`src/rtl/uart_tx_arbiter_if.sv`:
```
`default_nettype none
// ============================================================================
// Module   : uart_tx_arbiter_if
// Purpose  : Bundle of the two producer byte ports (valid/ready/data), the
//            UartTx launch/busy pair and the arbiter status outputs.
// Modports : master - producers and UartTx side (drive valid/data/tx_busy)
//            slave  - arbiter side (drives ready, tx_start, sdata,
//                     grant_id, idle)
// Revision : 1.0 - initial release
// ============================================================================
interface uart_tx_arbiter_if;
   logic       req0_valid;
   logic [7:0] req0_data;
   logic       req0_ready;
   logic       req1_valid;
   logic [7:0] req1_data;
   logic       req1_ready;
   logic       tx_busy;
   logic       tx_start;
   logic [7:0] sdata;
   logic       grant_id;
   logic       idle;

   modport master (
      output req0_valid, req0_data, req1_valid, req1_data, tx_busy,
      input  req0_ready, req1_ready, tx_start, sdata, grant_id, idle
   );

   modport slave (
      input  req0_valid, req0_data, req1_valid, req1_data, tx_busy,
      output req0_ready, req1_ready, tx_start, sdata, grant_id, idle
   );
endinterface
`default_nettype wire

```
`src/rtl/uart_tx_arbiter.sv`:
```
`default_nettype none
// ============================================================================
// Module   : uart_tx_arbiter
// Purpose  : Shares one UartTx byte transmitter between two byte producers.
//            Each producer port has its own DEPTH-entry FIFO; an FSM pops
//            one byte at a time, pulses tx_start and follows tx_busy so that
//            launches never overlap.
// Ports    : clock  - system clock, rising edge
//            reset  - synchronous, active-high
//            bus    - uart_tx_arbiter_if.slave (req0/req1 valid/ready/data,
//                     tx_busy in; tx_start, sdata, grant_id, idle out)
// Revision : 1.0 - initial release
// ============================================================================
module uart_tx_arbiter #(
   parameter int DEPTH        = 4,    // entries per port FIFO, power of two
   parameter bit ROUND_ROBIN  = 1'b1, // 1 = alternate, 0 = port 0 priority
   parameter int BUSY_TIMEOUT = 4     // cycles to wait for tx_busy to rise
) (
   input wire                clock,
   input wire                reset,
   uart_tx_arbiter_if.slave  bus
);

   localparam int c_addr_w = $clog2(DEPTH);
   localparam int c_cnt_w  = $clog2(BUSY_TIMEOUT + 1);

   typedef enum logic [1:0] {
      S_IDLE      = 2'd0,
      S_START     = 2'd1,
      S_WAIT_BUSY = 2'd2,
      S_WAIT_DONE = 2'd3
   } state_t;

   state_t               r_state;
   logic                 r_tx_start;
   logic [7:0]           r_sdata;
   logic                 r_grant_id;
   logic                 r_favour;     // port preferred when both are pending
   logic [c_cnt_w-1:0]   r_cnt;

   logic [1:0]           w_valid;
   logic [1:0][7:0]      w_din;
   logic [1:0][7:0]      w_head;
   logic [1:0]           w_empty;
   logic [1:0]           w_full;
   logic [1:0]           w_pop;
   logic                 w_launch;
   logic                 w_sel;

   assign w_valid = {bus.req1_valid, bus.req0_valid};
   assign w_din   = {bus.req1_data,  bus.req0_data};

   // ------------------------------------------------------------------------
   // Per-port FIFOs. Pointers carry one extra wrap bit so full and empty can
   // be told apart when the index bits match.
   // ------------------------------------------------------------------------
   for (genvar gp = 0; gp < 2; gp++) begin : g_fifo
      logic [7:0]          r_mem [DEPTH];
      logic [c_addr_w:0]   r_wptr;
      logic [c_addr_w:0]   r_rptr;
      logic                w_push;

      assign w_empty[gp] = (r_wptr == r_rptr);
      assign w_full[gp]  = (r_wptr[c_addr_w] != r_rptr[c_addr_w]) &&
                           (r_wptr[c_addr_w-1:0] == r_rptr[c_addr_w-1:0]);
      // Ready comes from registered pointers only, so a push is never
      // offered into a full FIFO even when a pop happens the same cycle.
      assign w_push      = w_valid[gp] && !w_full[gp];
      assign w_head[gp]  = r_mem[r_rptr[c_addr_w-1:0]];

      always_ff @(posedge clock) begin
         if (w_push) begin
            r_mem[r_wptr[c_addr_w-1:0]] <= w_din[gp];
         end
      end

      always_ff @(posedge clock) begin
         if (reset) begin
            r_wptr <= '0;
            r_rptr <= '0;
         end else begin
            if (w_push) begin
               r_wptr <= r_wptr + 1'b1;
            end
            if (w_pop[gp]) begin
               r_rptr <= r_rptr + 1'b1;
            end
         end
      end
   end

   // ------------------------------------------------------------------------
   // Arbitration. Emptiness is taken from registered pointers, so a byte
   // pushed this cycle cannot be picked until the next one.
   // ------------------------------------------------------------------------
   always_comb begin
      w_sel = 1'b0;
      if (!w_empty[0] && !w_empty[1]) begin
         w_sel = ROUND_ROBIN ? r_favour : 1'b0;
      end else if (w_empty[0]) begin
         w_sel = 1'b1;
      end
   end

   assign w_launch = (r_state == S_IDLE) && !bus.tx_busy && !(&w_empty);
   assign w_pop    = {w_launch && w_sel, w_launch && !w_sel};

   // ------------------------------------------------------------------------
   // Launch FSM. tx_start is high exactly while in START; sdata and grant_id
   // load only on the IDLE->START transition.
   // ------------------------------------------------------------------------
   always_ff @(posedge clock) begin
      if (reset) begin
         r_state    <= S_IDLE;
         r_tx_start <= 1'b0;
         r_sdata    <= 8'h00;
         r_grant_id <= 1'b0;
         r_favour   <= 1'b0;
         r_cnt      <= '0;
      end else begin
         r_tx_start <= 1'b0;
         case (r_state)
            S_IDLE: begin
               if (w_launch) begin
                  r_sdata    <= w_head[w_sel];
                  r_grant_id <= w_sel;
                  r_favour   <= ~w_sel;
                  r_tx_start <= 1'b1;
                  r_state    <= S_START;
               end
            end
            S_START: begin
               r_cnt   <= '0;
               r_state <= S_WAIT_BUSY;
            end
            S_WAIT_BUSY: begin
               // A launch that never raises tx_busy is abandoned, not retried.
               if (bus.tx_busy) begin
                  r_state <= S_WAIT_DONE;
               end else if (r_cnt == c_cnt_w'(BUSY_TIMEOUT - 1)) begin
                  r_state <= S_IDLE;
               end else begin
                  r_cnt <= r_cnt + 1'b1;
               end
            end
            S_WAIT_DONE: begin
               if (!bus.tx_busy) begin
                  r_state <= S_IDLE;
               end
            end
            default: r_state <= S_IDLE;
         endcase
      end
   end

   assign bus.req0_ready = !w_full[0];
   assign bus.req1_ready = !w_full[1];
   assign bus.tx_start   = r_tx_start;
   assign bus.sdata      = r_sdata;
   assign bus.grant_id   = r_grant_id;
   assign bus.idle       = (r_state == S_IDLE) && (&w_empty);

endmodule
`default_nettype wire

```
`src/flat_wrapper.sv`:
```
// flat-port wrapper written by rule: the top's interface ports become plain ports
module uart_tx_arbiter_flat 
#(
   parameter int DEPTH        = 4,                                          
   parameter bit ROUND_ROBIN  = 1'b1,                                      
   parameter int BUSY_TIMEOUT = 4                                          
)
  (clock, reset, bus_req0_valid, bus_req0_data, bus_req1_valid, bus_req1_data, bus_tx_busy, bus_req0_ready, bus_req1_ready, bus_tx_start, bus_sdata, bus_grant_id, bus_idle);
  uart_tx_arbiter_if bus_i ();
  input wire clock;
  input wire reset;
  input wire logic [$bits(bus_i.req0_valid)-1:0] bus_req0_valid;
  input wire logic [$bits(bus_i.req0_data)-1:0] bus_req0_data;
  input wire logic [$bits(bus_i.req1_valid)-1:0] bus_req1_valid;
  input wire logic [$bits(bus_i.req1_data)-1:0] bus_req1_data;
  input wire logic [$bits(bus_i.tx_busy)-1:0] bus_tx_busy;
  output wire logic [$bits(bus_i.req0_ready)-1:0] bus_req0_ready;
  output wire logic [$bits(bus_i.req1_ready)-1:0] bus_req1_ready;
  output wire logic [$bits(bus_i.tx_start)-1:0] bus_tx_start;
  output wire logic [$bits(bus_i.sdata)-1:0] bus_sdata;
  output wire logic [$bits(bus_i.grant_id)-1:0] bus_grant_id;
  output wire logic [$bits(bus_i.idle)-1:0] bus_idle;
  assign bus_i.req0_valid = bus_req0_valid;
  assign bus_i.req0_data = bus_req0_data;
  assign bus_i.req1_valid = bus_req1_valid;
  assign bus_i.req1_data = bus_req1_data;
  assign bus_i.tx_busy = bus_tx_busy;
  assign bus_req0_ready = bus_i.req0_ready;
  assign bus_req1_ready = bus_i.req1_ready;
  assign bus_tx_start = bus_i.tx_start;
  assign bus_sdata = bus_i.sdata;
  assign bus_grant_id = bus_i.grant_id;
  assign bus_idle = bus_i.idle;
  uart_tx_arbiter #(.DEPTH(DEPTH), .ROUND_ROBIN(ROUND_ROBIN), .BUSY_TIMEOUT(BUSY_TIMEOUT)) u_core (.clock(clock), .reset(reset), .bus(bus_i));
endmodule
```
`config.mk`:
```
export PLATFORM = sky130hd
export DESIGN_NAME = uart_tx_arbiter_flat
export DESIGN_NICKNAME = d
export VERILOG_FILES = /design/src/rtl/uart_tx_arbiter_if.sv /design/src/rtl/uart_tx_arbiter.sv /design/src/flat_wrapper.sv
export SDC_FILE = /design/constraint.sdc
export NUM_CORES = 1
export LEC_CHECK = 0
export ABC_AREA = 1
export CAP_MARGIN = 15
export CORE_ASPECT_RATIO = 0.75
export CORE_MARGIN = 1
export CORE_UTILIZATION = 45
export CTS_CLUSTER_SIZE = 14
export DETAILED_ROUTE_END_ITERATION = 10
export PLACE_DENSITY = 0.67
export SLEW_MARGIN = 5
export SYNTH_ARGS = -nofsm -noshare
export SYNTH_HDL_FRONTEND = slang
export SYNTH_SLANG_ARGS = --single-unit
```
`constraint.sdc`:
```
create_clock -name clock -period 2.7 [get_ports clock]
set_input_delay 0.54 -clock clock [delete_from_list [all_inputs] [get_ports clock]]
set_output_delay 0.54 -clock clock [all_outputs]
set_load 0.01 [all_outputs]
```
After elaboration in Yosys (flattened, before gate mapping)

Memory sizes are Yosys's and may differ from the RTL's. A register that Yosys moved wholly into a read port is not among the register bits.
Cells that the tools add are included.

Bitwise gates (word level): 2
Muxes and demuxes: 21
Shift-type cells: 0
Add/sub/neg operators: 5
Divide/modulo/power cells: 0
Reductions and logical operators: 24
Multiply operators: 0
$lt $le $gt $ge: 1
Eq/ne operators: 15

Operators by type and width:

| kind                  | number |
|---|---|
| $mux W2               | 8 |
| $mux W8               | 2 |
| $add A3 B1 Y3 const B | 5 |
| $logic_and A1 B1 Y1   | 10 |
| $pmux W2 S4           | 1 |
| $logic_not A1 Y1      | 7 |
| $mux W1               | 7 |
| $eq A3 B3 Y1          | 2 |
| $mux W3               | 2 |
| $ne A2 B2 Y1 const B  | 3 |
| $pmux W3 S2           | 1 |
| $reduce_and A3 Y1     | 2 |
| $eq A2 B2 Y1          | 2 |
| $eq A2 B2 Y1 const B  | 2 |
| $reduce_and A2 Y1     | 2 |
| $eq A3 B2 Y1 const B  | 1 |
| $ne A3 B2 Y1 const B  | 1 |
| $eq A2 B1 Y1 const B  | 1 |
| $logic_not A2 Y1      | 1 |
| $lt A1 B2 Y1 const B  | 1 |
| $ne A1 B1 Y1          | 2 |
| $ne A2 B1 Y1 const B  | 1 |
| $not A1 Y1            | 2 |
| $reduce_bool A2 Y1    | 1 |
| $reduce_or A2 Y1      | 1 |

Output and inout bits: 13
Bits in latches: 0
Logic and storage cells: 80
Bits in registers: 28
Memory bits (read-only): 0
Memories kept: 2
Input bits: 21
Bits in writable memories: 64

Memory list:

| memory                 | words | bits a word | read ports | clocked after memory_dff | wr ports | line                  | RTL |
|---|---|---|---|---|---|---|---|
| u_core.g_fifo[0].r_mem | 4     | 8           | 1          | 1                        | 1        | uart_tx_arbiter.sv:58 | `logic [7:0] r_mem [DEPTH];` |
| u_core.g_fifo[1].r_mem | 4     | 8           | 1          | 1                        | 1        | uart_tx_arbiter.sv:58 |  |

Depth between registers and ports, before layout

Gate-level depths: netlist (run 1).

Depth after elaboration: 8
Depth in mapped cells: 11
Gate-level depth less buffers: 10

Least setup slack after synthesis (run 1)

No wires, ideal clock.

Path kind: reg-to-reg
Start point: register u_core.g_fifo[1].r_wptr[1]
End point: memory u_core.g_fifo[1].r_mem[3][0], enable pin
Stages on the path, launching flop included: 7
Arrival time: 1320 ps
Clock period less this slack: 1695 ps
Path buffers: 0
Setup slack: 1005 ps
Required time: 2325 ps
Library setup time: 375 ps
Path through: dfxtp_1 > inv_1 > nand2_1 > nand2_1 > nand3_1 > nand2_1 > nor2_1

Cells in the longest elaborated chain, start to end: 6

Ends and longest elaborated chain:

| what                          | line                  | RTL |
|---|---|---|
| from (decl)                   | uart_tx_arbiter.sv:59 | `logic [c_addr_w:0] r_wptr;` |
| from (signal assigned)        | uart_tx_arbiter.sv:83 | `r_wptr <= r_wptr + 1'b1;` |
| $eq A2 B2 Y1                  | uart_tx_arbiter.sv:65 | `(r_wptr[c_addr_w-1:0] == r_rptr[c_addr_w-1:0]);` |
| $logic_and A1 B1 Y1           | uart_tx_arbiter.sv:64 | `assign w_full[gp] = (r_wptr[c_addr_w] != r_rptr[c_addr_w]) &&` |
| $logic_not A1 Y1              | -                     |  |
| named net bus_req1_ready      | flat_wrapper.sv:18    | `output wire logic [$bits(bus_i.req1_ready)-1:0] bus_req1_ready;` |
| $logic_and A1 B1 Y1           | uart_tx_arbiter.sv:68 | `assign w_push = w_valid[gp] && !w_full[gp];` |
| $mux W1                       | uart_tx_arbiter.sv:72 | `if (w_push) begin` |
| $mux W1 (implied by the code) | uart_tx_arbiter.sv:73 | `r_mem[r_wptr[c_addr_w-1:0]] <= w_din[gp];` |
| to (decl)                     | uart_tx_arbiter.sv:58 |  |

The timed path passes the listed nets, and every way through them passes these cells.

Worst setup path after layout (run 1)

Start point: register u_core.g_fifo[0].r_wptr[1]
End point: output bus_idle

Cells in the longest elaborated chain, start to end: 3

Ends and longest elaborated chain:

| what                   | line                   | RTL |
|---|---|---|
| from (decl)            | uart_tx_arbiter.sv:59  |  |
| from (signal assigned) | uart_tx_arbiter.sv:83  |  |
| $eq A3 B3 Y1           | uart_tx_arbiter.sv:63  | `assign w_empty[gp] = (r_wptr == r_rptr);` |
| $reduce_and A2 Y1      | uart_tx_arbiter.sv:161 | `assign bus.idle = (r_state == S_IDLE) && (&w_empty);` |
| $logic_and A1 B1 Y1    | uart_tx_arbiter.sv:161 |  |
| to (decl)              | flat_wrapper.sv:22     | `output wire logic [$bits(bus_i.idle)-1:0] bus_idle;` |

Every way passes these cells.

==> results of run 1 <==
-- per-layer routing --
metal | up-vias | wire length (um)
li1 | 1447 | -
met1 | 1326 | 3634
met2 | 59 | 3703
met3 | 6 | 391
met4 | 0 | 72
met5 | - | 0
-- worst min-delay path by stage --
stage	cells after the start	start	endpoint
finish	2	u_core.r_cnt[1]	u_core.r_cnt[1]
global route	2	u_core.r_cnt[2]	u_core.r_cnt[2]
CTS	2	u_core.r_cnt[1]	u_core.r_cnt[1]
detailed placement	2	u_core.r_cnt[1]	u_core.r_cnt[1]
global placement	2	u_core.r_cnt[2]	u_core.r_cnt[2]
floorplan	2	u_core.r_cnt[2]	u_core.r_cnt[2]
-- area by class of cell --
type,instances,area (um^2),share of cell area [%]
Clock buffer,13,250.2,5.181
Inverter,34,127.6,2.642
Timing Repair Buffer,41,390.4,8.083
Sequential cell,96,2562,53.06
Tap cell,108,135.1,2.798
Multi-Input combinational cell,271,1321,27.36
Clock inverter,3,42.54,0.8808
-- stage by stage --
step           hold WS (ns)  util [%]  instances  area (um^2)  total power, mW
2_1_floorplan        0.4402         -        413         4074            2.759
3_3_place_gp         0.4491     52.54        550         4537            3.104
3_5_place_dp         0.4593     52.54        550         4537            3.133
4_1_cts              0.4688     55.93        566         4830            4.392
5_1_grt              0.4913     55.93        566         4830            4.626
6_report             0.4649     55.93        566         4830            4.351
-- power breakdown --
part	leakage (nW)	total (mW)	internal (mW)	switching, mW
sequential	0.850	1.86	1.74	0.128
combinational	0.898	1.24	0.471	0.766
clock	0.141	1.25	0.743	0.508
-- synth_stat cells (all sizes together) --
| cell | n | area (um^2) |
|---|---|---|
| xor2 | 4 | 35.03 |
| nor3 | 2 | 10.01 |
| edfxtp | 64 | 1922 |
| ha | 12 | 150.1 |
| a31oi | 1 | 6.260 |
| nand3 | 15 | 85.08 |
| xnor2 | 1 | 8.760 |
| a21oi | 23 | 126.4 |
| clkbuf | 4 | 16.26 |
| nor2 | 85 | 342.8 |
| inv | 34 | 127.6 |
| nand2 | 79 | 311.5 |
| dfxtp | 32 | 640.6 |
| o21ai | 49 | 245.2 |
| buf | 8 | 46.29 |
-- worst reg2reg max path: stages (launching register included) --
cell and delay, ns:
dfxtp_1 0.37, inv_1 0.11, nand2_1 0.07, nand2_1 0.08, nand3_1 0.11, nand2_1 0.16, nor2_1 0.60
-- flip-flops by register name, indices dropped and copies added, names as in the netlist, named ones only --
register and flops:
u_core.g_fifo.r_wptr 6, u_core.g_fifo.r_rptr 6, u_core.r_state 2, u_core.g_fifo.r_mem 64
u_core.r_favour 1, u_core.bus.sdata 8, u_core.bus.grant_id 1, u_core.bus.tx_start 1
u_core.r_cnt 3
-- cell families after synthesis --
kind of cell    after synthesis
compound gates               73
xor+xnor                      5
fa+ha+maj                    12
buf+inv                      46
flops                        96
simple gates                181
==> out/metrics.yaml, run 1 <==
run_status:
  outcome: "complete, but fails checks"
  failed_checks: "design-rule violations"
placement:
  routabilityCongestion: 0.7431
  dpl.hpwl_um: 5358
  io_buffers: 33
  post-place-ws_ns: 0.5660
die:
  io_pins: 34
  die_width_um: 111.9
  dieArea_um2: 9441
  coreArea_um2: 8636
  rows: 29
  initial_core_util_pct: 47.17
  fp.dieH_um: 84.40
synthesis:
  synth_compound_area_share_pct: 9.275
  synthXorXnorAreaFrac_pct: 1.075
  synth_mux_area_share_pct: 0
  synth.net_count: 446
  synth-simple-area-share_pct: 18.40
  netlist_area_um2: 4074
  avgSynthCellArea_um2: 9.864
  netlist_instances: 413
  synth_top_family_by_area: "simple AND/OR/NAND/NOR gates"
  synth.distinct_cells: 25
  ys_seq_area_share_pct: 62.90
  synth_seq_cells: 96
  synth_adder_area_share_pct: 3.686
  synth-warning-count: 0
power_and_ir_drop:
  p_per_area_nw_per_um2: 900.8
  ir_drop_mv: 0.5171
  leakagePower_nw: 1.889
clocking:
  clockBufferDepth: 2
  cts_tree: "built"
  ctsHoldBuffers: 0
  clockRootBuffer: "clkbuf_16"
  cts.sinks: 96
  numCtsBuffers: 9
  post_cts_resized: 0
  clk_pin_slew_ns: 0.06
  postCtsSetupBuffers: 0
  cts-htree-levels: 3
  clk_latency_ns: 0.34
timing:
  maxSlewViolCount: 0
  relSlewSlack_pct: 51.49
  worst_slack_ns: 0.3359
  timing.final.crit_period_ns: 2.364
  setup_viol: 0
  worstMarginPinSlew_ns: 0.7250
  grt_setup_unrepaired: "false"
  finalCritPeriodShare_pct: 87.56
  hold_violations: 0
  fin_setup_tns_ns: 0
  clock.fmax_mhz: 423.0
  clock_skew_ns: 0.004097
setup_path:
  criticalPathCategory: "flop to primary output"
  crit_arrival_ns: 1.82
  critical_path_required_ns: 2.16
  cp_num_buf_inv: 2
  critPathLaunchType: "flop"
  crit_path_top_delay_cell: "clkdlybuf4s50_1"
  crit_cells: 8
  cp-end-kind: "primary output"
  worstRegToRegCells: 6
  crit_fanout: 4
  r2r_slack_ns: 0.83
  r2r_end: "u_core.g_fifo[1].r_mem[2][0]"
  slowest_delay_ns: 0.54
  crit_path_start: "u_core.g_fifo[0].r_wptr[1]"
  path_common_cell: "nand2_1"
  path_cells: "inv_1, nand2_1, nand2_1, nand2_1, nor2_1, nand2_1, nor2_1, clkdlybuf4s50_1"
  crit_end: "bus_idle"
  r2r_start: "u_core.g_fifo[1].r_wptr[1]"
  critical-path-top-delay-family: "buffers and inverters"
global_route:
  grt_pass1_wl_um: 12720
  grt_busiest_layer: "met2"
  use_met3_pct: 5.560
  use_met1_pct: 22.69
  grt_usage_pct: 17.62
  met2_usage_pct: 28.68
  grt_pass1_vias: 2669
  antenna_found_initial: 0
  grt_overflow: 0
  grt_max_degree: 22
routing:
  drt-initial-drc-count: 183
  routed-via-count: 2838
  drc: 4
  wl_um: 7802
  ant_nets: 0
  first_pass_iters: 7
  wl_per_cell_um: 13.78
  viasPerCell: 5.014
finish:
  diodes: 0
  n_fill_cell: 767
  area_growth_pct: 18.55
  final_layout_size_suffix_gt1_share_pct: 7.424
  final_cell_mix: "nor2_1, nand2_1, edfxtp_1"
  final_common_cell: "nor2_1"
  fin_nets: 486
worst_hold_path:
  hp-class: "flop to flop"
flow_run:
  cap_viol_max_count: 0
Power figures use the tool's default switching activity.
==> run 2: changes to the inputs <==
- CAP_MARGIN: 15 -> 20
==> results of run 2 <==
The final DEF is identical to that of run 1; final timing and power are the same.
